**config.mk**
```make
export PLATFORM = sky130hd
export DESIGN_NAME = jk_excite_ctrl
export DESIGN_NICKNAME = d
export VERILOG_FILES = /design/src/rtl/jk_pkg.sv /design/src/rtl/jk_excite_bit.sv /design/src/rtl/jk_excite_ctrl.sv
export SDC_FILE = /design/constraint.sdc
export NUM_CORES = 1
export LEC_CHECK = 0
export ABC_AREA = 1
export ABC_CLOCK_PERIOD_IN_PS = 2000
export CAP_MARGIN = 25
export CORE_UTILIZATION = 28
export CTS_CLUSTER_SIZE = 30
export DETAILED_ROUTE_END_ITERATION = 8
export PLACE_DENSITY = 0.55
export SLEW_MARGIN = 20
export SYNTH_ARGS = -nofsm -noshare
export SYNTH_HDL_FRONTEND = slang
export SYNTH_HIERARCHICAL = 1
export SYNTH_SLANG_ARGS = --single-unit
```
**constraint.sdc**
```tcl
create_clock -name clk -period 2 [get_ports clk]
set_input_delay 0.5 -clock clk [delete_from_list [all_inputs] [get_ports clk]]
set_output_delay 0.5 -clock clk [all_outputs]
set_load 0.005 [all_outputs]
```
**src/rtl/jk_pkg.sv**
```systemverilog
// Shared types, constants and the per-bit JK excitation rule for the JK update controller.
package jk_pkg;

  typedef enum logic [1:0] {
    S_IDLE,
    S_DRIVE,
    S_SETTLE,
    S_CHECK
  } state_t;

  localparam int unsigned RETRY_W = 3;

  // Returns {J,K} moving one bit from q to t; unchanged bits are held (J0K0).
  function automatic logic [1:0] jk_excite(input logic q, input logic t, input logic toggle);
    logic [1:0] jk;
    jk = 2'b00;
    if (q != t) begin
      if (toggle) jk = 2'b11;
      else        jk = t ? 2'b10 : 2'b01;
    end
    return jk;
  endfunction

endpackage

```
**src/rtl/jk_excite_bit.sv**
```systemverilog
// Combinational J/K excitation for a single bit of the external JK bank.
module jk_excite_bit
  import jk_pkg::*;
#(
  parameter bit TOGGLE_MODE = 1'b0
) (
  input  logic i_q,
  input  logic i_t,
  output logic o_j,
  output logic o_k
);

  logic [1:0] w_jk;

  assign w_jk = jk_excite(i_q, i_t, TOGGLE_MODE);
  assign o_j  = w_jk[1];
  assign o_k  = w_jk[0];

endmodule

```
**src/rtl/jk_excite_ctrl.sv**
```systemverilog
// Drives an external JK flip-flop bank towards a requested word, verifies the readback and re-drives on mismatch.
module jk_excite_ctrl
  import jk_pkg::*;
#(
  parameter int WIDTH       = 8,
  parameter int TOGGLE_MODE = 0,
  parameter int MAX_RETRY   = 2
) (
  input  logic             clk,
  input  logic             rst,
  input  logic             tgt_valid,
  output logic             tgt_ready,
  input  logic [WIDTH-1:0] tgt_data,
  output logic [WIDTH-1:0] j_out,
  output logic [WIDTH-1:0] k_out,
  input  logic [WIDTH-1:0] q_in,
  output logic             done,
  output logic             err,
  output logic [2:0]       retry_cnt
);

  localparam logic [RETRY_W-1:0] MAX_R = RETRY_W'(MAX_RETRY);

  state_t             r_state;
  state_t             w_state_nxt;
  logic [WIDTH-1:0]   r_tgt, w_tgt_nxt;
  logic [WIDTH-1:0]   r_j, w_j_nxt;
  logic [WIDTH-1:0]   r_k, w_k_nxt;
  logic               r_done, w_done_nxt;
  logic               r_err, w_err_nxt;
  logic [RETRY_W-1:0] r_retry, w_retry_nxt;
  logic [WIDTH-1:0]   w_tgt_sel;
  logic [WIDTH-1:0]   w_j_calc;
  logic [WIDTH-1:0]   w_k_calc;

  // In IDLE the excitation is computed against the incoming word; on a retry, against the latched one.
  assign w_tgt_sel = (r_state == S_IDLE) ? tgt_data : r_tgt;

  for (genvar g = 0; g < WIDTH; g++) begin : g_bit
    jk_excite_bit #(
      .TOGGLE_MODE(TOGGLE_MODE != 0)
    ) u_bit (
      .i_q(q_in[g]),
      .i_t(w_tgt_sel[g]),
      .o_j(w_j_calc[g]),
      .o_k(w_k_calc[g])
    );
  end

  always_comb begin
    w_state_nxt = r_state;
    w_tgt_nxt   = r_tgt;
    w_j_nxt     = '0;
    w_k_nxt     = '0;
    w_done_nxt  = 1'b0;
    w_err_nxt   = 1'b0;
    w_retry_nxt = r_retry;
    case (r_state)
      S_IDLE: begin
        if (tgt_valid) begin
          w_tgt_nxt   = tgt_data;
          w_retry_nxt = '0;
          w_j_nxt     = w_j_calc;
          w_k_nxt     = w_k_calc;
          w_state_nxt = S_DRIVE;
        end
      end
      S_DRIVE:  w_state_nxt = S_SETTLE;
      S_SETTLE: w_state_nxt = S_CHECK;
      S_CHECK: begin
        if (q_in == r_tgt) begin
          w_done_nxt  = 1'b1;
          w_state_nxt = S_IDLE;
        end else if (r_retry < MAX_R) begin
          w_retry_nxt = r_retry + 1'b1;
          w_j_nxt     = w_j_calc;
          w_k_nxt     = w_k_calc;
          w_state_nxt = S_DRIVE;
        end else begin
          w_err_nxt   = 1'b1;
          w_state_nxt = S_IDLE;
        end
      end
      default: w_state_nxt = S_IDLE;
    endcase
  end

  always_ff @(posedge clk or posedge rst) begin
    if (rst) begin
      r_state <= S_IDLE;
      r_tgt   <= '0;
      r_j     <= '0;
      r_k     <= '0;
      r_done  <= 1'b0;
      r_err   <= 1'b0;
      r_retry <= '0;
    end else begin
      r_state <= w_state_nxt;
      r_tgt   <= w_tgt_nxt;
      r_j     <= w_j_nxt;
      r_k     <= w_k_nxt;
      r_done  <= w_done_nxt;
      r_err   <= w_err_nxt;
      r_retry <= w_retry_nxt;
    end
  end

  assign tgt_ready = (r_state == S_IDLE);
  assign j_out     = r_j;
  assign k_out     = r_k;
  assign done      = r_done;
  assign err       = r_err;
  assign retry_cnt = r_retry;

endmodule

```
==> key figures, run 1 <==
Run status
  • Status: finished, final reports clean

Critical path
  • CP Cell Sequence: inv_2, ha_4, clkdlybuf4s50_1
  • Req. time, crit path: 1.50 ns
  • Worst EP arrival: 1.44 ns
  • CP max FO: 6
  • Crit-path leading delay family: buffers and inverters
  • Crit. End Element: output pin
  • Slowest-stage cell, CP: clkdlybuf4s50_1
  • Crit-path max cell delay: 0.50 ns
  • Element type at the critical path start: register
  • WS Path Type: register to output pin
  • Buffers and inverters on the worst path: 2

Place
  • Count of input and output buffers: 40
  • Dpl hpwl: 3500 µm
  • Dpl ws: -0.00840 ns
  • Placer Congestion: 0.763

Power
  • Power Total: 3.64 mW
  • Lkg Pwr: 1.25 nW
  • Worst IR Drop VDD: 0.000603 V
  • Pwr Density: 1360 nW/µm²

Synth
  • Area leader, netlist: dfrtp_1
  • Sequential element share of the synthesized area: 38.9%
  • Post-Syn Nets: 284
  • Avg Cell Area, Syn: 7.60 µm²
  • Syn Inst Count: 262
  • Yosys warning count: 6
  • Synth top area share: 38.9%
  • Most frequent cell after synthesis: inv_1
  • Synth Flop Type: dfrtp_1
  • Post-synthesis register bit count: 31
  • Netlist cell types: 23
  • Post-Syn Area: 1990 µm²
  • Ys async rst share: 100%
  • Commonest cells post-synth: inv_1, nor2_1, nand2_1, dfrtp_1, nand3_1
  • Post-synth EDFFs: 0
  • Synth area leaders: dfrtp_1, inv_1, nand3_2, a21oi_2, nor2_1

STA
  • Worst Hold Slack: 0.536 ns
  • Least-Margin Pin Slew: 0.508 ns
  • Final Skew: 0.00290 ns
  • Tmin final: 1.94 ns
  • Final setup viols: 0
  • Final Hold Viols: 0
  • Fin crit share: 97.2%
  • Fmax: 515 MHz
  • Max Slew Vio Count: 0
  • Worst setup margin: 0.0570 ns
  • Slew margin rel.: 66.1%

Floorplan
  • Rows: 30
  • Core area: 6830 µm²
  • Die Wd: 86.3 µm
  • Die area: 7460 µm²
  • Chip Height: 86.3 µm
  • IO Pins: 41
  • Initial Util: 29.2%

Clock network
  • Clk_lat worst skew: 0.29 ns
  • Total CTS buffers: 5
  • Clock Pin Slew Worst Setup and Hold Paths: 0.07 ns
  • CTS Root Cell: clkbuf_8
  • Clk buf depth: 2
  • Clock Sinks: 31
  • H-tree Lvls: 2
  • CTS tree: yes

Global route
  • Initial antenna violation count: 0
  • Vias in the first global route: 1,652
  • Remaining Overflow, GRT: 0
  • GRT Util Overall: 14.1%
  • First-pass GRT wire length: 8050 µm
  • Largest net degree at the start of global routing: 32

Layout
  • Share of cells above drive strength 1: 22.8%
  • Synthesis-to-finish area growth: 34.7%
  • Final-layout fill cell count: 741
  • Final-stage net count: 333
  • Diodes inserted: 0

Routing
  • Initial DRC count: 84
  • Final WL: 4730 µm
  • DRT antenna net count: 0
  • Via count: 1,702
  • Via density: 4.17
  • Drt drc: 0
  • Drt wl/cell: 11.6 µm
  • Drt first pass iters: 4

Flow run
  • Max-cap violations: 0

Min path
  • Min-Delay Path Class: register to register
==> state kept, by name, summed over array words and instances (netlist names) <==
name / count
j_out: 8
retry_cnt: 3
r_state: 2
err: 1
k_out: 8
r_tgt: 8
done: 1
==> worst reg2reg max path, cell delays in order, from the launching register on <==
cell     delay (ns)
dfrtp_1        0.40
inv_2          0.08
ha_4           0.17
inv_1          0.11
o21ai_0        0.35
inv_1          0.08
nor2_1         0.14
inv_1          0.06
nor2_1         0.13
nand3_2        0.09
a21oi_2        0.13
==> cell type report <==
type / instances / area, µm² / area share, %
repair buffers: 55 / 526 / 19.6
multi-input cells: 165 / 946 / 35.2
clock buffers: 6 / 82.6 / 3.08
well taps: 96 / 120 / 4.48
clock inverters: 2 / 35.0 / 1.31
inverters: 53 / 199 / 7.41
flip-flops and latches: 31 / 776 / 28.9
==> logic make-up (layout without fill, tap and decap cells) <==
| logic type | Yosys count | count (layout) | synth area share, % |
|---|---|---|---|
| flip-flops | 31 | 31 | 38.9 |
| AO/OA/AOI/OAI | 36 | 36 | 12.6 |
| AND/OR/NAND/NOR | 122 | 122 | 30.7 |
| XOR/XNOR | 4 | 4 | 1.76 |
| adder cells (fa/ha/maj) | 3 | 3 | 1.88 |
| buffers and inverters | 66 | 116 | 14.2 |
==> per-stage QoR <==
stage | utilization (%) | instance area (µm²) | TNS [ns] | cells
finish | 39.3 | 2680 | 0 | 408
global route | 39.3 | 2680 | -0.00103 | 408
CTS | 39.1 | 2670 | 0 | 406
detailed placement | 37.1 | 2530 | -0.00840 | 397
global placement | 37.1 | 2530 | 0 | 397
floorplan | - | 1990 | 0 | 262
==> placed cells by master (no fill, tap or decap), drive strengths merged <==
cell | synthesis | final
nand4 | 2 | 2
nand3 | 36 | 36
nor2 | 44 | 44
buf | 10 | 15
nand2 | 39 | 39
ha | 3 | 3
clkbuf | 3 | 6
xor2 | 1 | 1
inv | 53 | 53
clkdlybuf4s50 | 0 | 40
xnor2 | 3 | 3
o21a | 1 | 1
a21oi | 24 | 24
dfrtp | 31 | 31
clkinv | 0 | 1
or2 | 1 | 1
bufinv | 0 | 1
o21ai | 11 | 11
==> what timing repair did <==
item                                    CTS  global route
pin swaps                                 0             1
gates resized for setup                   2             2
setup buffers                             1             2
hold buffers                              0             0
endpoints found under the setup margin    2             2
endpoints found under the hold margin     0             0
==> where the power goes <==
part	internal, mW	leakage, nW	total [mW]	switching, mW
combinational	0.843	0.785	2.05	1.20
clock	0.403	0.0612	0.646	0.243
sequential	0.828	0.404	0.944	0.116
==> layer usage <==
layer / track usage (%) / vias to the layer above / part of all wire (%)
li1: - / 897 / -
met3: 3.14 / 10 / 4.3
met1: 19.1 / 757 / 51
met2: 21.5 / 38 / 43
met4: 6.06 / 0 / 2.1
met5: 0 / - / 0
==> worst paths after layout <==
check / slack (ns) / end / depth (start not counted) / startpoint
max in group asynchronous: 1.09 / r_tgt[2] / 3 / rst
setup / recovery: 0.06 / tgt_ready / 3 / r_state[1]
min in group asynchronous: 0.61 / retry_cnt[1] / 3 / rst
hold reg to reg: 0.54 / r_tgt[0] / 2 / r_tgt[0]
hold / removal: 0.54 / r_tgt[0] / 2 / r_tgt[0]
setup reg to reg: 0.18 / j_out[6] / 10 / r_state[1]
Note: power is estimated with default switching activity, not from simulation.
==> run 2: changes to the inputs <==
- ABC_CLOCK_PERIOD_IN_PS: 2000 -> 1700
- PLACE_DENSITY: 0.55 -> 0.57
- clock period: 2 -> 1.7 ns (I/O delays scaled with it)
==> key figures, run 2 (synthesis gave the netlist of run 1 again) <==
Floorplan
  • Die Wd: 86.3 µm
  • Rows: 30
  • Initial Util: 29.2%
  • Die area: 7460 µm²
  • IO Pins: 41
  • Chip Height: 86.3 µm
  • Core area: 6830 µm²

Global route
  • Remaining Overflow, GRT: 0
  • Vias in the first global route: 1,733
  • GRT Util Overall: 14.0%
  • Initial antenna violation count: 0
  • First-pass GRT wire length: 8070 µm
  • Largest net degree at the start of global routing: 32

Clock network
  • Post-CTS Hold Buffers: 0
  • CTS tree: yes
  • Clk buf depth: 2
  • CTS Root Cell: clkbuf_8
  • Total CTS buffers: 5
  • Clk_lat worst skew: 0.27 ns
  • H-tree Lvls: 2
  • Clock Sinks: 31
  • Clock Pin Slew Worst Setup and Hold Paths: 0.07 ns

Place
  • Placer Congestion: 0.762
  • Dpl hpwl: 3410 µm
  • Count of input and output buffers: 40
  • Dpl ws: -0.174 ns

Flow run
  • Max-cap violations: 0

Layout
  • Share of cells above drive strength 1: 35.7%
  • Final-stage net count: 355
  • Final-layout fill cell count: 709
  • Synthesis-to-finish area growth: 47.0%
  • Diodes inserted: 0
  • Util after Layout: 42.9%
  • Commonest non-fill, non-tap cell in the layout: inv_1
  • Most frequent cells in the layout: inv_1, clkdlybuf4s50_1, nand2_1, buf_4, dfrtp_1

Critical path
  • Slowest-stage cell, CP: dfrtp_1
  • Buffers and inverters on the worst path: 5
  • Crit-path leading delay family: buffers and inverters
  • Worst r2r src: r_state[0]
  • WS Path Type: register to register
  • R2r endpoint: j_out[3]
  • Element type at the critical path start: register
  • Worst r2r path cells: 11
  • Req. time, crit path: 1.90 ns
  • Crit-path max cell delay: 0.39 ns
  • Worst EP arrival: 1.95 ns
  • CP max FO: 7
  • Worst reg2reg setup slack: -0.05 ns
  • CP Cell Sequence: inv_2, ha_4, buf_6, clkinvlp_4, o21ai_2, inv_1, nor2_2, inv_1, nor2_2, nand3_2, a21oi_2
  • Crit. End Element: register

Routing
  • Final WL: 4620 µm
  • DRT antenna net count: 0
  • Via count: 1,796
  • Drt first pass iters: 4
  • Via density: 4.19
  • Drt wl/cell: 10.8 µm
  • Drt drc: 0
  • Initial DRC count: 48

STA
  • Setup TNS Final: -0.231 ns
  • Final Hold Viols: 0
  • Worst setup margin: -0.0501 ns
  • Fmax: 571 MHz
  • Tmin final: 1.75 ns
  • Final Skew: 0.00356 ns
  • Final setup viols: 7
  • Fin crit share: 103%
  • Slew margin rel.: 73.5%
  • Least-Margin Pin Slew: 0.398 ns
  • RSZ-0062 raised after global routing: true
  • Max Slew Vio Count: 0

Run status
  • Failing checks: setup timing
  • Status: finished with violations

Power
  • Worst IR Drop VDD: 0.000661 V
  • Pwr Density: 1560 nW/µm²
  • Power Total: 4.56 mW
  • Lkg Pwr: 1.37 nW

Min path
  • Min-Delay Path Class: input port to asynchronous set/reset pin
==> run 2: cell types whose count changed in the layout (fill, tap and decap cells not counted), moves of 2 or more <==
cell,change
o21ai_0,-8
nor2_1,-14
o21ai_2,+8
nor2_4,+2
buf_6,+3
nor2_2,+12
nand2_2,+2
nand2_1,-3
buf_4,+18
==> run 2: area by class of cell <==
class | count | area [µm²] | share of cell area, %
clock inverter | 1 | 5.00 | 0.171
tap | 96 | 120 | 4.10
inverter | 53 | 203 | 6.92
sequential | 31 | 776 | 26.5
clock buffer | 6 | 82.6 | 2.82
timing repair buffer | 77 | 709 | 24.2
multi-input combinational | 165 | 1030 | 35.3
==> run 2: worst reg2reg max path: stages (launching register included) <==
cell and delay, ns:
dfrtp_1 0.39, inv_2 0.09, ha_4 0.14, buf_6 0.11, clkinvlp_4 0.19, o21ai_2 0.23
inv_1 0.07, nor2_2 0.12, inv_1 0.06, nor2_2 0.09, nand3_2 0.07, a21oi_2 0.13
==> run 2: how the worst max path moves through the flow <==
stage	startpoint	to	slack [ns]	depth (start not counted)
2_1_floorplan	r_state[0]	j_out[7]	0.004	11
3_3_place_gp	q_in[5]	retry_cnt[1]	-0.16	10
3_5_place_dp	q_in[5]	retry_cnt[1]	-0.17	10
4_1_cts	r_state[1]	k_out[2]	-0.06	12
5_1_grt	r_state[0]	j_out[3]	-0.18	11
6_report	r_state[0]	j_out[3]	-0.05	11
==> run 2: stage by stage <==
stage / area, µm² / hold WS (ns) / std cells
5_1_grt: 2930 / 0.576 / 429
3_5_place_dp: 2710 / 0.521 / 416
4_1_cts: 2870 / 0.541 / 426
3_3_place_gp: 2710 / 0.512 / 416
2_1_floorplan: 2020 / 0.495 / 262
6_report: 2930 / 0.538 / 429
==> run 2: repair_timing <==
item,in CTS,in global routing
pin swaps,14,18
gates resized for setup,23,14
endpoints found under the setup margin,8,20
setup buffers,3,3
cloned,0,0
==> run 2: power by group <==
part,total [mW],internal (mW),switching (mW)
clock,0.580,0.317,0.263
combinational,2.87,1.27,1.60
sequential,1.10,0.974,0.130
==> run 2: layer usage <==
layer | GRT usage, % | share of wire, %
met5 | 0 | 0
met2 | 22.3 | 47
met3 | 2.95 | 3.7
met4 | 4.70 | 1.7
met1 | 18.8 | 48
